<file path="config.mk">
export PLATFORM = sky130hd
export DESIGN_NAME = user_proj_wb_counter
export DESIGN_NICKNAME = d
export VERILOG_FILES = /design/src/rtl/user_proj_wb_pkg.sv /design/src/rtl/user_proj_cnt_core.sv /design/src/rtl/user_proj_wb_counter.sv
export SDC_FILE = /design/constraint.sdc
export NUM_CORES = 1
export LEC_CHECK = 0
export ABC_AREA = 1
export CAP_MARGIN = 20
export CORE_AREA = 8 8 155 157
export DETAILED_ROUTE_END_ITERATION = 7
export DIE_AREA = 0 0 163 165
export GPL_TIMING_DRIVEN = 0
export PLACE_DENSITY = 0.83
export SYNTH_ARGS = -nofsm -noshare
export SYNTH_HDL_FRONTEND = slang
export SYNTH_HIERARCHICAL = 1
export SYNTH_SLANG_ARGS = --single-unit
</file>
<file path="constraint.sdc">
create_clock -name wb_clk_i -period 4.35 [get_ports wb_clk_i]
set_input_delay 0.87 -clock wb_clk_i [delete_from_list [all_inputs] [get_ports wb_clk_i]]
set_output_delay 0.87 -clock wb_clk_i [all_outputs]
set_load 0.05 [all_outputs]
</file>
<file path="src/rtl/user_proj_wb_pkg.sv">
// Shared constants for the Wishbone counter: register map, bit indices, reset values.
// Also holds the byte-lane merge helper used by the register file.
package user_proj_wb_pkg;

    localparam logic [7:0] OFF_CTRL     = 8'h00;
    localparam logic [7:0] OFF_COUNT    = 8'h04;
    localparam logic [7:0] OFF_LIMIT    = 8'h08;
    localparam logic [7:0] OFF_STATUS   = 8'h0C;
    localparam logic [7:0] OFF_PRESCALE = 8'h10;

    localparam int CTRL_EN     = 0;
    localparam int CTRL_DOWN   = 1;
    localparam int CTRL_IRQ_EN = 2;
    localparam int CTRL_OE     = 3;

    localparam int STATUS_WRAP = 0;

    localparam logic [31:0] LIMIT_RST = 32'hFFFF_FFFF;

    function automatic logic [31:0] merge_bytes(
        input logic [31:0] old,
        input logic [31:0] wdat,
        input logic [3:0]  sel
    );
        logic [31:0] r;
        r = old;
        for (int i = 0; i < 4; i++) begin
            if (sel[i]) r[8*i +: 8] = wdat[8*i +: 8];
        end
        return r;
    endfunction

endpackage

</file>
<file path="src/rtl/user_proj_cnt_core.sv">
// Counter core: run gating, optional prescaler (USER_PROJ_PRESCALE_EN), up/down wrap.
// A bus write to COUNT overrides any tick in the same cycle and suppresses wrap.
module user_proj_cnt_core #(
    parameter int COUNT_W = 32
) (
    input  logic               clk,
    input  logic               rst,
    input  logic               run,
    input  logic               down,
    input  logic [COUNT_W-1:0] limit,
    input  logic               wr_en,
    input  logic [COUNT_W-1:0] wr_data,
`ifdef USER_PROJ_PRESCALE_EN
    input  logic [15:0]        prescale,
`endif
    output logic [COUNT_W-1:0] count,
    output logic               wrap
);

    logic               tick;
    logic               roll;
    logic [COUNT_W-1:0] nxt;

`ifdef USER_PROJ_PRESCALE_EN
    logic [15:0] pdiv;

    // >= so that lowering PRESCALE below the running divider still ticks at once
    assign tick = run & (pdiv >= prescale);

    always_ff @(posedge clk) begin
        if (rst) begin
            pdiv <= '0;
        end else if (run) begin
            pdiv <= tick ? 16'd0 : pdiv + 16'd1;
        end
    end
`else
    assign tick = run;
`endif

    always_comb begin
        nxt  = count;
        roll = 1'b0;
        if (down) begin
            if (count == '0) begin
                nxt  = limit;
                roll = 1'b1;
            end else begin
                nxt = count - COUNT_W'(1);
            end
        end else if (count == limit) begin
            nxt  = '0;
            roll = 1'b1;
        end else begin
            // LIMIT below COUNT: run to the top and flag the natural rollover
            nxt  = count + COUNT_W'(1);
            roll = (count == '1);
        end
    end

    assign wrap = tick & ~wr_en & roll;

    always_ff @(posedge clk) begin
        if (rst) begin
            count <= '0;
        end else if (wr_en) begin
            count <= wr_data;
        end else if (tick) begin
            count <= nxt;
        end
    end

endmodule

</file>
<file path="src/rtl/user_proj_wb_counter.sv">
// Wishbone-controlled counter driving user GPIO pads, LA readback and irq[0].
// Optional prescaler register at 0x10 when USER_PROJ_PRESCALE_EN is defined.
import user_proj_wb_pkg::*;

module user_proj_wb_counter #(
    parameter int          COUNT_W  = 32,
    parameter logic [31:0] BASE_ADR = 32'h3000_0000,
    parameter int          IO_PADS  = 38,
    parameter int          OUT_LSB  = 8
) (
    input  logic               wb_clk_i,
    input  logic               wb_rst_i,
    input  logic               wbs_stb_i,
    input  logic               wbs_cyc_i,
    input  logic               wbs_we_i,
    input  logic [3:0]         wbs_sel_i,
    input  logic [31:0]        wbs_dat_i,
    input  logic [31:0]        wbs_adr_i,
    output logic               wbs_ack_o,
    output logic [31:0]        wbs_dat_o,
    input  logic [63:0]        la_data_in,
    input  logic [63:0]        la_oenb,
    output logic [63:0]        la_data_out,
    input  logic [IO_PADS-1:0] io_in,
    output logic [IO_PADS-1:0] io_out,
    output logic [IO_PADS-1:0] io_oeb,
    output logic [2:0]         irq
);

    localparam int OUT_W = IO_PADS - OUT_LSB;

    logic [3:0]         ctrl;
    logic [COUNT_W-1:0] limit;
    logic [COUNT_W-1:0] count;
    logic [COUNT_W-1:0] cnt_wr_data;
    logic               wrap_sts;
    logic               wrap;
    logic               irq0;
    logic               ack;
    logic [31:0]        dat_q;
    logic [31:0]        rdata;
    logic [31:0]        cnt_merged;
    logic [31:0]        lim_merged;
    logic [63:0]        cnt_pad;
    logic [63:0]        io_pad64;
    logic [7:0]         off;
    logic               hit;
    logic               req;
    logic               wr;
    logic               run;
    logic               unused;
`ifdef USER_PROJ_PRESCALE_EN
    logic [15:0]        prescale;
`endif

    assign off = wbs_adr_i[7:0];
    assign hit = wbs_adr_i[31:8] == BASE_ADR[31:8];
    // gating with ack keeps each ack exactly one cycle wide
    assign req = wbs_stb_i & wbs_cyc_i & hit & ~ack;
    assign wr  = req & wbs_we_i;
    assign run = ctrl[CTRL_EN] | (~la_oenb[0] & la_data_in[0]);

    assign cnt_merged  = merge_bytes(32'(count), wbs_dat_i, wbs_sel_i);
    assign lim_merged  = merge_bytes(32'(limit), wbs_dat_i, wbs_sel_i);
    assign cnt_wr_data = cnt_merged[COUNT_W-1:0];

    user_proj_cnt_core #(
        .COUNT_W (COUNT_W)
    ) u_core (
        .clk      (wb_clk_i),
        .rst      (wb_rst_i),
        .run      (run),
        .down     (ctrl[CTRL_DOWN]),
        .limit    (limit),
        .wr_en    (wr && off == OFF_COUNT),
        .wr_data  (cnt_wr_data),
`ifdef USER_PROJ_PRESCALE_EN
        .prescale (prescale),
`endif
        .count    (count),
        .wrap     (wrap)
    );

    always_comb begin
        rdata = '0;
        case (off)
            OFF_CTRL:     rdata = 32'(ctrl);
            OFF_COUNT:    rdata = 32'(count);
            OFF_LIMIT:    rdata = 32'(limit);
            OFF_STATUS:   rdata = 32'(wrap_sts);
`ifdef USER_PROJ_PRESCALE_EN
            OFF_PRESCALE: rdata = 32'(prescale);
`endif
            default:      rdata = '0;
        endcase
    end

    always_ff @(posedge wb_clk_i) begin
        if (wb_rst_i) begin
            ack      <= 1'b0;
            dat_q    <= '0;
            ctrl     <= '0;
            limit    <= LIMIT_RST[COUNT_W-1:0];
            wrap_sts <= 1'b0;
            irq0     <= 1'b0;
        end else begin
            ack   <= req;
            dat_q <= (req & ~wbs_we_i) ? rdata : '0;
            irq0  <= wrap & ctrl[CTRL_IRQ_EN];
            // a wrap in the same cycle as the clear keeps the flag set
            wrap_sts <= (wrap_sts & ~(wr && off == OFF_STATUS &&
                         wbs_sel_i[0] && wbs_dat_i[STATUS_WRAP])) | wrap;
            if (wr && off == OFF_CTRL && wbs_sel_i[0]) begin
                ctrl <= wbs_dat_i[3:0];
            end
            if (wr && off == OFF_LIMIT) begin
                limit <= lim_merged[COUNT_W-1:0];
            end
        end
    end

`ifdef USER_PROJ_PRESCALE_EN
    always_ff @(posedge wb_clk_i) begin
        if (wb_rst_i) begin
            prescale <= '0;
        end else if (wr && off == OFF_PRESCALE) begin
            if (wbs_sel_i[0]) prescale[7:0]  <= wbs_dat_i[7:0];
            if (wbs_sel_i[1]) prescale[15:8] <= wbs_dat_i[15:8];
        end
    end
`endif

    assign cnt_pad  = 64'(count);
    assign io_pad64 = 64'(io_in);

    assign wbs_ack_o   = ack;
    assign wbs_dat_o   = dat_q;
    assign io_out      = {cnt_pad[OUT_W-1:0], {OUT_LSB{1'b0}}};
    assign io_oeb      = {{OUT_W{~ctrl[CTRL_OE]}}, {OUT_LSB{1'b1}}};
    assign la_data_out = {io_pad64[31:0], cnt_pad[31:0]};
    assign irq         = {2'b00, irq0};

    assign unused = ^{la_data_in, la_oenb, cnt_pad, io_pad64,
                      cnt_merged, lim_merged};

endmodule

</file>
==> flow_metrics.py <==
metrics = {
    "die": {
        "fp.dieH_um": 165,
        "rows": 54,
        "die_area_um2": 26900,
        "initial_core_util_pct": 43.9,
        "die_width_um": 163,
        "io_pins": 415,
        "core_area_um2": 21500,
    },
    "status": {
        "status": "complete, no violations",
    },
    "grt": {
        "grt-ovfl-total": 0,
        "grt_max_degree": 32,
        "grt_use_total_pct": 27.6,
        "grt_pass1_vias": 10041,
        "grt_pass1_wl_um": 57000,
        "antenna_found_initial": 1,
    },
    "routing": {
        "drc": 0,
        "antenna_left": 0,
        "wl_um": 38700,
        "drt-vias-per-instance": 5.14,
        "firstDrtPassIters": 8,
        "vias": 10609,
        "drtIter0Drc": 1007,
        "routedWlPerCell_um": 18.7,
    },
    "job": {
        "drv_cap": 0,
    },
    "clocking": {
        "cts.hold.buffers_added": 0,
        "tritoncts": "built",
        "clockBufferDepth": 2,
        "postCtsResizedCells": 0,
        "cts.sinks": 103,
        "cts_htree_levels": 3,
        "cts_buffers": 9,
        "clock_latency_ps": 360,
        "clkTransAtPathRegs_ps": 80,
        "post-cts-setup-buffer-count": 0,
        "root_buffer": "clkbuf_16",
    },
    "cells_and_area": {
        "final_cells": 2066,
        "post-route-util_pct": 58.0,
        "nets": 2022,
        "syn_to_final_growth_pct": 32.0,
        "drive_above_1_share_pct": 15.7,
    },
    "placed_design": {
        "hpwl_um": 31200,
        "dp_cells": 2049,
        "port_buffers": 229,
        "gp_congestion": 1.02,
    },
    "synth": {
        "synth_area_leaders": "dfxtp_1 22%, nand2_1 19%, buf_4 10%, inv_1 6.7%, nor2_1 6.2%",
        "synth-seq-cells": 103,
        "ys_seq_area_share_pct": 21.8,
        "avgSynthCellArea_um2": 6.20,
        "postSynthCellCount": 1524,
        "yosysUniqueCellTypes": 44,
        "ys_async_sr_fraction_pct": 0,
        "yosys.area.top_type": "dfxtp_1",
        "yosys.cell_count.top_type": "nand2_1",
        "synth_top_area_share_pct": 21.8,
        "synth_top_flop_cell": "dfxtp_1",
        "ys_warn_count": 6,
        "ys_top_cells_by_count": "480 x nand2_1, 169 x inv_1, 157 x nor2_1",
        "syn_area_um2": 9440,
        "synth-edff-count": 0,
    },
    "sta": {
        "setup_viol": 0,
        "period_minus_slack_ps": 3980,
        "fin_hold_ws_ps": 475,
        "hold_violations": 0,
        "fin_worst_skew_ps": 10.0,
        "worst_pin_slew_ps": 808,
        "fin_crit_sh_pct": 91.5,
        "clock.fmax_mhz": 251,
        "slew_viol_final": 0,
        "relSlewSlack_pct": 46.2,
        "rsz0062_at_grt": "false",
    },
    "power": {
        "p_total_mw": 2.34,
        "ir_drop_mv": 0.164,
        "p_leak_nw": 5.88,
        "powerDensity_nw_per_um2": 188,
    },
    "setup_path": {
        "crit_path_start_kind": "primary input",
        "critical_path.max_fanout": 10,
        "cp_slowest_cell": "clkdlybuf4s50_1",
        "crit_type": "in -> reg",
        "path_cells": "clkdlybuf4s50_1, buf_2, buf_2, nand2_1, nor2_1, clkbuf_1, clkbuf_2, a22oi_1, a21oi_2",
        "critPathTopFamily": "buffers and inverters",
        "cp_num_buf_inv": 5,
        "crit_arrival_ps": 4270,
        "crit_path_end_kind": "flip-flop",
        "required_ps": 4640,
        "path_common_cell": "buf_2",
        "slowest_delay_ps": 710,
    },
    "hold_path": {
        "hp-class": "reg -> reg",
    },
}
## logic make-up after synthesis
kind of cell / synth area share (%)
and+or+nand+nor: 40.8
buffers and inverters: 21.8
AOI/OAI and AO/OA: 9.83
DFF: 21.8
xor gates and xnor gates: 5.29
adders and majority gates: 0.398
other: 0.0795
## through the flow
| step | setup slack [ps] | setup TNS, ps | area (um^2) |
|---|---|---|---|
| 3_3_place_gp | -89.9 | -771 | 12100 |
| 5_1_grt | 261 | 0 | 12500 |
| 2_1_floorplan | 1580 | 0 | 9500 |
| 3_5_place_dp | -106 | -838 | 12100 |
| 4_1_cts | 269 | 0 | 12500 |
| 6_report | 370 | 0 | 12500 |
## layer usage
| layer | share of wire [%] | vias up | global-route usage, % |
|---|---|---|---|
| met2 | 44 | 646 | 43.9 |
| met5 | 0.25 | - | 2.65 |
| met3 | 11 | 77 | 7.60 |
| met4 | 3.6 | 2 | 11.1 |
| met1 | 42 | 4773 | 34.5 |
| li1 | - | 5111 | - |
## cells in the final DEF, fill, tap and decap left out, types with 18 or more instances in the layout
| cell | netlist | final |
|---|---|---|
| nand2_1 | 480 | 480 |
| nand3b_1 | 20 | 20 |
| nand4_1 | 39 | 39 |
| a22oi_1 | 41 | 41 |
| nor2_1 | 157 | 157 |
| conb_1 | 2 | 18 |
| o21ai_0 | 39 | 39 |
| a21oi_1 | 47 | 47 |
| dfxtp_1 | 103 | 103 |
| inv_1 | 169 | 169 |
| xor2_1 | 30 | 30 |
| buf_2 | 28 | 28 |
| buf_4 | 126 | 126 |
| nand3_1 | 61 | 61 |
| clkdlybuf4s50_1 | 0 | 229 |
| xnor2_1 | 27 | 27 |
## worst reg2reg max path: stages (launching register included)
cell and delay (ps):
dfxtp_1 320, nor2_1 110, nand3_1 150, nor2_4 200, buf_8 230, buf_8 170, nand2_1 50, nor2_1 470
clkbuf_1 460, clkbuf_2 450, a22oi_1 200, a21oi_2 180
## where the power goes
group	total, mW	internal [mW]	switching (mW)	leakage, nW
Combinational	0.503	0.188	0.316	4.90
Sequential	0.947	0.943	0.00373	0.831
Clock	0.889	0.472	0.416	0.149
Total	2.34	1.60	0.736	5.88
## registers in the layout (all words and copies together) (netlist names)
signal and count:
ctrl 4, irq0 1, limit 32, u_core/count 32, wbs_ack_o 1, wbs_dat_o 32, wrap_sts 1
## layout make-up
| cell class | instances | area, um^2 |
|---|---|---|
| antenna | 1 | 2.50 |
| buffer | 193 | 1370 |
| clock buffer | 10 | 239 |
| clock inverter | 6 | 76.3 |
| fill | 2076 | 9020 |
| inverter | 179 | 684 |
| multi-input combinational | 1065 | 5380 |
| sequential | 103 | 2060 |
| tap | 280 | 350 |
| timing repair buffer | 229 | 2290 |
## worst paths after layout
check	start	end	slack [ps]	cells after the start
worst max-delay path	wbs_we_i	u_core/count[28]$_SDFFE_PP0P_	370	9
worst min-delay path	wrap_sts$_SDFF_PP0_	wrap_sts$_SDFF_PP0_	470	2
worst max register to register	wbs_ack_o$_SDFF_PP0_	u_core/count[28]$_SDFFE_PP0P_	1300	11
worst min register to register	wrap_sts$_SDFF_PP0_	wrap_sts$_SDFF_PP0_	470	2
Power figures use the tool's default switching activity.
